===== config.mk =====
export PLATFORM = sky130hd
export DESIGN_NAME = sha512_pad
export DESIGN_NICKNAME = d
export VERILOG_FILES = /design/src/rtl/sha512_pad.sv
export SDC_FILE = /design/constraint.sdc
export NUM_CORES = 1
export LEC_CHECK = 0
export ABC_AREA = 1
export BUFFER_PORTS_ARGS = -buffer_cell sky130_fd_sc_hd__buf_2
export CORE_ASPECT_RATIO = 0.5
export CORE_MARGIN = 3
export CORE_UTILIZATION = 35
export DETAILED_ROUTE_END_ITERATION = 12
export PLACE_DENSITY = 0.57
export SYNTH_ARGS = -nofsm -noshare
export SYNTH_HDL_FRONTEND = slang
export SYNTH_SLANG_ARGS = --single-unit

===== constraint.sdc =====
create_clock -name clk_i -period 6.2 [get_ports clk_i]
set_input_delay 1.24 -clock clk_i [delete_from_list [all_inputs] [get_ports clk_i]]
set_output_delay 1.24 -clock clk_i [all_outputs]
set_load 0.02 [all_outputs]

===== src/rtl/sha512_pad.sv =====
// sha512_pad: SHA-512 padder from a masked-word message FIFO to the engine.
// Ports: clk_i, rst_ni (async, active-low); hash_start_i / hash_process_i
//   control pulses; fifo_rvalid_i, fifo_rdata_i {data,mask}, fifo_rready_o;
//   shaf_rvalid_o, shaf_rdata_o, shaf_rready_i toward the engine;
//   done_o, err_o pulses; msg_len_o running bit count.
// Optional: `define SHA512_PAD_ERR_EN enables mask/protocol error checks.
module sha512_pad #(
  parameter bit ByteSwap = 1'b0
) (
  input  logic        clk_i,
  input  logic        rst_ni,
  input  logic        hash_start_i,
  input  logic        hash_process_i,
  input  logic        fifo_rvalid_i,
  input  logic [71:0] fifo_rdata_i,
  output logic        fifo_rready_o,
  output logic        shaf_rvalid_o,
  output logic [63:0] shaf_rdata_o,
  input  logic        shaf_rready_i,
  output logic        done_o,
  output logic        err_o,
  output logic [63:0] msg_len_o
);

  typedef enum logic [2:0] {
    IDLE, RECV, PAD80, PAD00, LENHI, LENLO
  } state_e;

  state_e      state_q, state_d;
  logic [63:0] len_q, len_d;
  logic [3:0]  idx_q, idx_d;
  logic        part_q, part_d;
  logic        proc_q, proc_d;
  logic        done_q, done_d;
  logic        err_q, err_d;

  logic [63:0] data_w, pad_w;
  logic [7:0]  mask_w;
  logic [8:0]  mext_w;
  logic [3:0]  nbytes_w;
  logic        full_w, zero_w, emit_w;
  logic        fifo_hs, shaf_hs;

  // Lane select, optional byte reversal of the data word.
  always_comb begin
    mask_w = fifo_rdata_i[7:0];
    data_w = '0;
    for (int i = 0; i < 8; i++) begin
      data_w[8*i +: 8] = ByteSwap ? fifo_rdata_i[8+8*(7-i) +: 8]
                                  : fifo_rdata_i[8+8*i +: 8];
    end
  end

  // Keep qualified bytes; the first unqualified lane below a qualified
  // lane gets the 0x80 terminator, all lower lanes are zero.
  always_comb begin
    mext_w   = {1'b0, mask_w};
    pad_w    = '0;
    nbytes_w = '0;
    for (int i = 0; i < 8; i++) begin
      if (mext_w[i]) begin
        pad_w[8*i +: 8] = data_w[8*i +: 8];
        nbytes_w        = nbytes_w + 4'd1;
      end else if (mext_w[i+1]) begin
        pad_w[8*i +: 8] = 8'h80;
      end
    end
  end

  assign full_w = (mask_w == 8'hFF);
  assign zero_w = (mask_w == 8'h00);

`ifdef SHA512_PAD_ERR_EN
  logic [7:0] inv_w;
  logic       contig_w, bad_w;
  // Contiguous-from-bit-7 masks have an inverse of the form 2^k-1.
  assign inv_w    = ~mask_w;
  assign contig_w = ((inv_w & (inv_w + 8'd1)) == 8'd0);
  assign emit_w   = !zero_w && contig_w && !part_q;
  assign bad_w    = !zero_w && (!contig_w || part_q);
`else
  assign emit_w   = !zero_w;
`endif

  assign fifo_hs = fifo_rready_o;
  assign shaf_hs = shaf_rvalid_o && shaf_rready_i;

  always_ff @(posedge clk_i or negedge rst_ni) begin
    if (!rst_ni) begin
      state_q <= IDLE;
      len_q   <= '0;
      idx_q   <= '0;
      part_q  <= 1'b0;
      proc_q  <= 1'b0;
      done_q  <= 1'b0;
      err_q   <= 1'b0;
    end else begin
      state_q <= state_d;
      len_q   <= len_d;
      idx_q   <= idx_d;
      part_q  <= part_d;
      proc_q  <= proc_d;
      done_q  <= done_d;
      err_q   <= err_d;
    end
  end

  always_comb begin
    state_d = state_q;
    len_d   = len_q;
    idx_d   = idx_q;
    part_d  = part_q;
    proc_d  = proc_q;
    done_d  = 1'b0;
    err_d   = 1'b0;
    if (shaf_hs) idx_d = idx_q + 4'd1;
    unique case (state_q)
      IDLE: begin
        if (hash_start_i) begin
          state_d = RECV;
          len_d   = '0;
          idx_d   = '0;
          part_d  = 1'b0;
          proc_d  = hash_process_i;
        end
      end
      RECV: begin
        if (hash_process_i) proc_d = 1'b1;
        if (fifo_hs && emit_w) begin
          len_d = len_q + {57'd0, nbytes_w, 3'd0};
          if (!full_w) part_d = 1'b1;
        end
`ifdef SHA512_PAD_ERR_EN
        if (fifo_hs && bad_w) err_d = 1'b1;
`endif
        if (proc_q && !fifo_rvalid_i) begin
          proc_d = 1'b0;
          if (!part_q)               state_d = PAD80;
          else if (idx_q == 4'd14)   state_d = LENHI;
          else                       state_d = PAD00;
        end
      end
      PAD80, PAD00: begin
        if (shaf_hs) begin
          state_d = (idx_d == 4'd14) ? LENHI : PAD00;
        end
      end
      LENHI: begin
        if (shaf_hs) state_d = LENLO;
      end
      LENLO: begin
        if (shaf_hs) begin
          state_d = IDLE;
          done_d  = 1'b1;
        end
      end
      default: state_d = IDLE;
    endcase
`ifdef SHA512_PAD_ERR_EN
    if (hash_start_i && state_q != IDLE) err_d = 1'b1;
`endif
  end

  always_comb begin
    fifo_rready_o = 1'b0;
    shaf_rvalid_o = 1'b0;
    shaf_rdata_o  = '0;
    unique case (state_q)
      IDLE: ;
      RECV: begin
        fifo_rready_o = fifo_rvalid_i && shaf_rready_i;
        shaf_rvalid_o = fifo_rvalid_i && emit_w;
        shaf_rdata_o  = pad_w;
      end
      PAD80: begin
        shaf_rvalid_o = 1'b1;
        shaf_rdata_o  = 64'h8000_0000_0000_0000;
      end
      PAD00, LENHI: begin
        shaf_rvalid_o = 1'b1;
      end
      LENLO: begin
        shaf_rvalid_o = 1'b1;
        shaf_rdata_o  = len_q;
      end
      default: ;
    endcase
  end

  assign done_o    = done_q;
  assign err_o     = err_q;
  assign msg_len_o = len_q;

endmodule

==> impl_metrics.py, run 1 <==
metrics = {
    "synth": {
        "synth_area_leaders": "dfrtp_1, nand2_1, nand3_1",
        "yosysTopAreaCellShare_pct": 27.8,
        "synthFlopType": "dfrtp_1",
        "async_flop_share_pct": 100,
        "synth_edf_count": 0,
        "netlist_area_um2": 6380,
        "netlist_instances": 1042,
        "yosys.area.top_type": "dfrtp_1",
        "ys_seq_area_share_pct": 27.8,
        "synth_seq_cells": 71,
        "syn_area_per_cell_um2": 6.12,
        "ys_types": 39,
        "ys_warn_count": 0,
    },
    "setup_path": {
        "crit_path_end_kind": "flop",
        "slowest_stage": "ha_1",
        "critPathMaxStageDelay_ns": 0.40,
        "cp_max_fo": 11,
        "crit_path_start_kind": "primary input",
        "worst_ep_required_time_ns": 6.47,
        "worstSetupPathType": "primary input to flop",
        "crit_path_frequent_cell": "nand2_1",
        "arrival_ns": 5.99,
    },
    "grt": {
        "grt_use_total_pct": 27.0,
        "antenna_found_initial": 0,
        "grt_start_max_net_pins": 81,
        "grt_pass1_vias": 7340,
        "grt-ovfl-total": 0,
        "grt_pass1_wl_um": 41900,
    },
    "power": {
        "seqPwrFrac_pct": 26.4,
        "irDropWorstVdd_uv": 193,
        "cellLeakagePower_nw": 4.04,
        "swShare_pct": 45.0,
        "clock_power_share_pct": 29.3,
        "p_comb_share_pct": 44.3,
        "finalPower_mw": 2.12,
        "switchingPower_uw": 953,
        "power.internal_mw": 1.16,
        "power_density_nw_per_um2": 262,
    },
    "route": {
        "first_pass_iters": 5,
        "drc": 0,
        "num_vias": 8055,
        "finalWirelength_um": 27600,
        "ant_nets": 0,
        "first_iter_violations": 782,
        "drt-wirelength-per-cell_um": 18.6,
        "vias_per_cell": 5.43,
    },
    "cts": {
        "insertion_delay_ns": 0.35,
        "hold_buffers": 0,
        "clock_sinks": 71,
        "htree_levels": 3,
        "clock_path_buffers": 2,
        "root_buffer": "clkbuf_16",
        "cts_tree": "done",
        "path_clk_slew_ns": 0.07,
        "numCtsBuffers": 9,
    },
    "floorplan": {
        "die-area_um2": 20000,
        "die_w_um": 197,
        "ios": 210,
        "coreArea_um2": 17600,
        "die_y_um": 101,
        "rows": 34,
        "start_util_pct": 36.2,
    },
    "cells_and_area": {
        "fin_util_pct": 45.9,
        "layout_common_cells": "nand2_1, buf_2, nand3_1",
        "n_fill_cell": 1955,
        "area_delta_synth_final_pct": 26.6,
        "final_common_cell": "nand2_1",
        "design_area_um2": 8080,
        "fin_nets": 1338,
        "n_antenna_cell": 0,
        "drive_above_1_share_pct": 21.2,
    },
    "sta": {
        "skew_ns": 0.0115,
        "slew_viol_final": 0,
        "worst_pin_slew_ns": 1.11,
        "min_period_over_period_pct": 92.3,
        "hold_viol": 0,
        "rsz0062_at_grt": "no",
        "setup_viol": 0,
        "min_period_ns": 5.72,
        "timing.hold.ws_ns": 0.515,
        "relSlewSlack_pct": 25.9,
        "max_freq_mhz": 175,
    },
    "placement": {
        "detailed_place.area_um2": 7710,
        "io_buffers": 205,
        "place_congestion": 0.934,
        "hpwl_um": 21800,
    },
    "flow_run": {
        "drv_cap": 0,
    },
    "min_path": {
        "hp-class": "flop to flop",
    },
    "status": {
        "status": "finished, final reports clean",
    },
}
## worst max-delay path: cells and delay by family
kind                       cells  cell delay [ns]
and+or+nand+nor               14             1.96
xor gates and xnor gates       1             0.18
AOI/OAI and AO/OA              5             0.93
buffers and inverters          3             0.37
adders and majority gates      5             1.29
## logic make-up (layout without fill, tap and decap cells)
logic type / after synthesis / after routing / synth area share, %
adders and majority gates: 15 / 15 / 3.06
DFF: 71 / 71 / 27.8
xor gates and xnor gates: 18 / 18 / 2.47
other: 1 / 4 / 0.0588
AOI/OAI and AO/OA: 167 / 167 / 14.5
buffers and inverters: 173 / 377 / 10.5
and+or+nand+nor: 597 / 597 / 41.5
## state kept, by name, indices dropped and copies added (netlist names)
name / count
done_o: 1
idx_q: 4
msg_len_o: 61
part_q: 1
proc_q: 1
state_q: 3
## power by group through the flow
stage	Sequential [mW]	Clock (mW)	Combinational (mW)
after floorplan	0.574	0	0.612
after global placement	0.566	0	0.922
after detailed placement	0.568	0	0.934
after CTS	0.559	0.625	0.937
after global routing	0.566	0.640	1.04
final	0.559	0.621	0.937
## through the flow
step | setup slack, ns | setup TNS, ns | instances
final | 0.478 | 0 | 1483
after global placement | 0.0506 | 0 | 1467
after detailed placement | -0.0437 | -0.0437 | 1467
after CTS | 0.291 | 0 | 1482
after floorplan | 0.398 | 0 | 1045
after global routing | 0.0263 | 0 | 1483
## cell type report
cell class              count  area [um2]  area share (%)
multi-input cells         801        3970            49.2
flip-flops and latches     71        1780            22.0
repair buffers            227        1190            14.7
inverters                 135         507            6.27
well taps                 234         293            3.62
clock buffers              10         229            2.83
clock inverters             5         108            1.33
## metal layers
metal,GRT usage (%),routed length (um),vias up
li1,-,-,3876
met1,40.1,13100,3836
met2,41.0,11900,314
met3,5.32,2240,29
met4,5.03,382,0
met5,0,0,-
## path summary, 6_finish.rpt
kind                                       from             to  slack, ns  cells past startpoint
worst max-delay path            fifo_rdata_i[0]  msg_len_o[30]       0.48                     28
worst min-delay path                 state_q[0]     state_q[0]       0.51                      2
worst max register to register       state_q[1]  msg_len_o[16]       2.48                     10
worst min register to register       state_q[0]     state_q[0]       0.51                      2
max in group asynchronous                rst_ni  msg_len_o[31]       4.07                      2
min in group asynchronous                rst_ni         proc_q       1.05                      1
## synth_stat cells (2+ instances only)
cell / instances
nand4_1: 37
xnor2_1: 3
ha_1: 14
o32ai_1: 2
buf_2: 5
nand3b_1: 2
nand2_1: 256
o21a_1: 4
nor2_1: 104
a21oi_1: 32
nor3b_1: 2
xor2_1: 15
inv_2: 4
or2_2: 4
inv_1: 131
buf_1: 3
o21ai_0: 100
o31ai_1: 6
a32o_1: 8
nor2_2: 2
buf_4: 4
nand3_1: 133
o22ai_1: 2
nand2_2: 3
a31oi_1: 2
nor3_2: 5
nor4_1: 3
dfrtp_1: 71
o21ai_1: 7
clkbuf_1: 26
nor3_1: 44
## what timing repair did
item	4_1_cts	5_1_grt
setup endpoints to repair	0	20
gates resized for setup	0	6
setup buffers	0	1
Note: power is estimated with default switching activity, not from simulation.
==> inputs of run 2 (changes only) <==
--- a/config.mk
+++ b/config.mk
@@ -7,11 +7,13 @@
 export LEC_CHECK = 0
 export ABC_AREA = 1
 export BUFFER_PORTS_ARGS = -buffer_cell sky130_fd_sc_hd__buf_2
+export CELL_PAD_IN_SITES_DETAIL_PLACEMENT = 1
+export CELL_PAD_IN_SITES_GLOBAL_PLACEMENT = 1
 export CORE_ASPECT_RATIO = 0.5
 export CORE_MARGIN = 3
 export CORE_UTILIZATION = 35
 export DETAILED_ROUTE_END_ITERATION = 12
-export PLACE_DENSITY = 0.57
+export PLACE_DENSITY = 0.8
 export SYNTH_ARGS = -nofsm -noshare
 export SYNTH_HDL_FRONTEND = slang
 export SYNTH_SLANG_ARGS = --single-unit
==> impl_metrics.py, run 2 (synthesis gave the netlist of run 1 again) <==
metrics = {
    "status": {
        "status": "finished, final reports clean",
    },
    "cells_and_area": {
        "drive_above_1_share_pct": 21.4,
        "area_delta_synth_final_pct": 26.2,
        "instances_no_fill": 1482,
        "layout_common_cells": "nand2_1, buf_2, nand3_1",
        "largest_register_ffs": 61,
        "final_common_cell": "nand2_1",
        "fin_util_pct": 45.7,
        "design_area_um2": 8050,
        "n_antenna_cell": 0,
        "fin_nets": 1337,
    },
    "sta": {
        "rsz0062_at_grt": "no",
        "hold_viol": 0,
        "timing.hold.ws_ns": 0.531,
        "min_period_ns": 5.82,
        "slew_viol_final": 0,
        "final.setup.tns_ns": 0,
        "setup_viol": 0,
        "min_period_over_period_pct": 93.8,
        "relSlewSlack_pct": 30.8,
        "skew_ns": 0.0102,
        "worst_pin_slew_ns": 1.04,
        "max_freq_mhz": 172,
    },
    "grt": {
        "grt_pass1_vias": 8249,
        "antenna_found_initial": 0,
        "grt_start_max_net_pins": 78,
        "grt_pass1_wl_um": 45900,
        "grt_use_total_pct": 29.4,
        "grt-ovfl-total": 0,
    },
    "setup_path": {
        "arrival_ns": 6.03,
        "worst_ep_required_time_ns": 6.41,
        "ff2ff_setup_slack_ns": 2.67,
        "critPathMaxStageDelay_ns": 0.39,
        "crit_family": "simple AND/OR/NAND/NOR gates",
        "cp_max_fo": 5,
        "crit_path_end_kind": "flop",
        "crit_buf_inv": 5,
        "r2r-start": "state_q[1]",
        "r2r_cells": 10,
        "worstSetupPathType": "primary input to flop",
        "crit_path_start_kind": "primary input",
        "rr_endpoint": "msg_len_o[9]",
        "crit_path_frequent_cell": "nand2_1",
        "slowest_stage": "fa_1",
    },
    "cts": {
        "cts_tree": "done",
        "insertion_delay_ns": 0.35,
        "htree_levels": 3,
        "clock_sinks": 71,
        "clock_path_buffers": 2,
        "root_buffer": "clkbuf_16",
        "hold_buffers": 0,
        "path_clk_slew_ns": 0.06,
        "numCtsBuffers": 9,
    },
    "flow_run": {
        "drv_cap": 0,
    },
    "route": {
        "vias_per_cell": 5.59,
        "first_iter_violations": 524,
        "ant_nets": 0,
        "first_pass_iters": 5,
        "finalWirelength_um": 30000,
        "drt-wirelength-per-cell_um": 20.3,
        "drc": 0,
        "num_vias": 8286,
    },
    "power": {
        "cellLeakagePower_nw": 4.01,
        "irDropWorstVdd_uv": 166,
        "power_density_nw_per_um2": 261,
    },
    "floorplan": {
        "start_util_pct": 36.2,
        "coreArea_um2": 17600,
        "die-area_um2": 20000,
        "ios": 210,
        "die_y_um": 101,
        "die_w_um": 197,
        "rows": 34,
    },
    "min_path": {
        "min_from": "state_q[0]",
        "min_to": "state_q[0]",
        "hp-class": "flop to flop",
        "worstHoldPathCells": 2,
    },
    "placement": {
        "io_buffers": 205,
        "hpwl_um": 23700,
        "detailed_place.area_um2": 7700,
        "post-place-cells": 1465,
        "place_congestion": 0.947,
    },
}
==> run 2: layout make-up <==
cell class              instances  area (um2)
clock buffers                   9         225
multi-input cells             801        3980
flip-flops and latches         71        1780
repair buffers                226        1190
clock inverters                 6        86.3
inverters                     135         507
well taps                     234         293
fillers                      2459        9560
==> run 2: worst reg2reg max path, cell delays in order (launching register included) <==
cell,delay [ns]
dfrtp_1,0.43
inv_1,0.12
nand2_1,0.12
nor2_1,0.06
nand2_1,0.75
inv_2,0.42
nor2_2,0.85
nor2_1,0.20
nand2_1,0.20
o21ai_0,0.10
a21oi_1,0.19
==> run 2: power breakdown <==
group / leakage [nW] / internal, mW / total, mW / switching [mW]
logic: 2.88 / 0.265 / 0.965 / 0.700
clock network: 0.151 / 0.350 / 0.571 / 0.222
registers: 0.974 / 0.509 / 0.562 / 0.0529
total: 4.01 / 1.12 / 2.10 / 0.975
==> run 2: worst max path at each step <==
| stage | from | end | slack [ns] | cells past startpoint |
|---|---|---|---|---|
| floorplan | fifo_rdata_i[0] | msg_len_o[37] | 0.40 | 32 |
| global placement | fifo_rdata_i[0] | msg_len_o[45] | 0.24 | 32 |
| detailed placement | fifo_rdata_i[0] | msg_len_o[45] | -0.03 | 32 |
| CTS | fifo_rdata_i[0] | msg_len_o[41] | 0.29 | 32 |
| global route | fifo_rdata_i[0] | msg_len_o[36] | 0.01 | 33 |
| finish | fifo_rdata_i[0] | msg_len_o[33] | 0.38 | 32 |
==> run 2: layer usage <==
metal  vias up  wire length (um)  GRT usage [%]
li1       3870                 -              -
met1      4107             13800           40.7
met2       271             13600           48.2
met3        38              2090           5.48
met4         0               476           6.51
met5         -                 0              0
==> run 2: through the flow <==
step	power, mW	worst slack (ns)
floorplan	1.19	0.398
global placement	1.49	0.236
detailed placement	1.53	-0.0271
CTS	2.09	0.294
global route	2.22	0.0129
finish	2.10	0.384
==> run 2: what timing repair did <==
item / CTS / global route
setup endpoints to repair: 0 / 34
hold endpoints to repair: 0 / 0
resized for setup: 0 / 8
buffers inserted: 0 / 2
==> inputs of run 3 (changes only) <==
--- a/config.mk
+++ b/config.mk
@@ -14,6 +14,8 @@
 export CORE_UTILIZATION = 35
 export DETAILED_ROUTE_END_ITERATION = 12
 export PLACE_DENSITY = 0.8
+export SETUP_SLACK_MARGIN = 0.5
+export SLEW_MARGIN = 20
 export SYNTH_ARGS = -nofsm -noshare
 export SYNTH_HDL_FRONTEND = slang
 export SYNTH_SLANG_ARGS = --single-unit
==> impl_metrics.py, run 3 (synthesis gave the netlist of run 1 again) <==
metrics = {
    "power": {
        "irDropWorstVdd_uv": 150,
        "cellLeakagePower_nw": 4.06,
        "power_density_nw_per_um2": 254,
    },
    "route": {
        "ant_nets": 0,
        "vias_per_cell": 5.52,
        "drc": 0,
        "num_vias": 8204,
        "drt-wirelength-per-cell_um": 20.4,
        "first_pass_iters": 5,
        "finalWirelength_um": 30300,
        "first_iter_violations": 508,
    },
    "floorplan": {
        "die_w_um": 197,
        "coreArea_um2": 17600,
        "die_y_um": 101,
        "start_util_pct": 36.2,
        "ios": 210,
        "rows": 34,
        "die-area_um2": 20000,
    },
    "cts": {
        "root_buffer": "clkbuf_16",
        "cts_tree": "done",
        "numCtsBuffers": 9,
        "htree_levels": 3,
        "path_clk_slew_ns": 0.06,
        "hold_buffers": 0,
        "clock_sinks": 71,
        "insertion_delay_ns": 0.34,
        "clock_path_buffers": 2,
    },
    "sta": {
        "relSlewSlack_pct": 33.1,
        "slew_viol_final": 0,
        "worst_pin_slew_ns": 1.00,
        "skew_ns": 0.0109,
        "min_period_ns": 5.43,
        "hold_viol": 0,
        "rsz0062_at_grt": "no",
        "min_period_over_period_pct": 87.5,
        "timing.hold.ws_ns": 0.518,
        "setup_viol": 0,
        "max_freq_mhz": 184,
    },
    "cells_and_area": {
        "fin_nets": 1341,
        "drive_above_1_share_pct": 24.2,
        "final_common_cell": "nand2_1",
        "layout_common_cells": "nand2_1, buf_2, nand3_1",
        "fin_util_pct": 46.7,
        "multiInputGateArea_um2": 4120,
        "seqCellArea_um2": 1780,
        "n_fill_cell": 2472,
        "area_delta_synth_final_pct": 28.9,
        "n_antenna_cell": 0,
        "largest_register_ffs": 61,
    },
    "flow_run": {
        "drv_cap": 0,
    },
    "setup_path": {
        "worst_ep_required_time_ns": 6.47,
        "crit_path_start_kind": "primary input",
        "slowest_stage": "ha_2",
        "worstSetupPathType": "primary input to flop",
        "critPathMaxStageDelay_ns": 0.39,
        "cp_max_fo": 7,
        "arrival_ns": 5.69,
        "crit_path_frequent_cell": "nand2_2",
        "crit_path_end_kind": "flop",
    },
    "placement": {
        "place_congestion": 0.948,
        "hpwl_um": 24100,
        "io_buffers": 205,
    },
    "status": {
        "status": "finished, final reports clean",
    },
    "grt": {
        "grt-ovfl-total": 0,
        "grt_start_max_net_pins": 81,
        "antenna_found_initial": 0,
        "grt_use_total_pct": 29.5,
        "grt_pass1_vias": 8237,
        "grt_pass1_wl_um": 45700,
    },
    "min_path": {
        "hp-class": "flop to flop",
    },
}
## run 3: changes by cell type in the layout (fill, tap and decap cells not counted), moves of 4 or more
cell | previous run | this run
nand2_1 | 256 | 248
nand2_2 | 3 | 11
inv_1 | 131 | 126
inv_2 | 4 | 9
nor2_1 | 102 | 97
buf_6 | 0 | 4
ha_1 | 14 | 10
nand3_1 | 133 | 129
## run 3: timing repair
item | in CTS | in global routing
gates resized for setup | 8 | 45
pin swaps | 1 | 12
endpoints found under the setup margin | 33 | 57
setup buffers | 1 | 3
## run 3: power breakdown
group / switching (mW) / internal, mW
logic: 0.706 / 0.278
clock network: 0.223 / 0.321
registers: 0.0552 / 0.509
## run 3: final cells by class
cell class,count,share of cell area [%]
Sequential cell,71,21.6
Timing Repair Buffer,230,15.0
Inverter,135,6.16
Multi-Input combinational cell,801,50.1
Clock inverter,6,0.730
Tap cell,234,3.56
Clock buffer,10,2.90
## run 3: worst paths after layout
check	start	endpoint	slack (ns)	depth (start not counted)
min in group asynchronous	rst_ni	msg_len_o[63]	1.07	1
max	fifo_rdata_i[0]	msg_len_o[47]	0.77	31
min	state_q[0]	state_q[0]	0.52	2
min reg2reg	state_q[0]	state_q[0]	0.52	2
max reg2reg	state_q[2]	msg_len_o[27]	2.68	9
max in group asynchronous	rst_ni	msg_len_o[40]	4.48	1
## run 3: routing by layer
metal / part of all wire, % / track usage, %
met2: 46 / 48.6
met5: 0 / 0
met1: 46 / 41.0
met3: 6.7 / 4.95
met4: 1.5 / 6.62
## run 3: through the flow
step	total power, mW	setup WS, ns	TNS [ns]	instance area [um2]	std cells
5_1_grt	2.22	0.501	0	8230	1487
2_1_floorplan	1.19	0.512	0	6390	1045
3_5_place_dp	1.52	-0.0261	-0.0320	7720	1467
3_3_place_gp	1.49	0.218	0	7720	1467
4_1_cts	2.07	0.538	0	8050	1484
6_report	2.09	0.773	0	8230	1487
## run 3: worst max-delay path, delay by kind of cell
family	cells	cell delay, ns
compound gates	2	0.20
xor+xnor	1	0.18
fa+ha+maj	5	1.23
buf+inv	5	0.55
simple gates	18	2.28
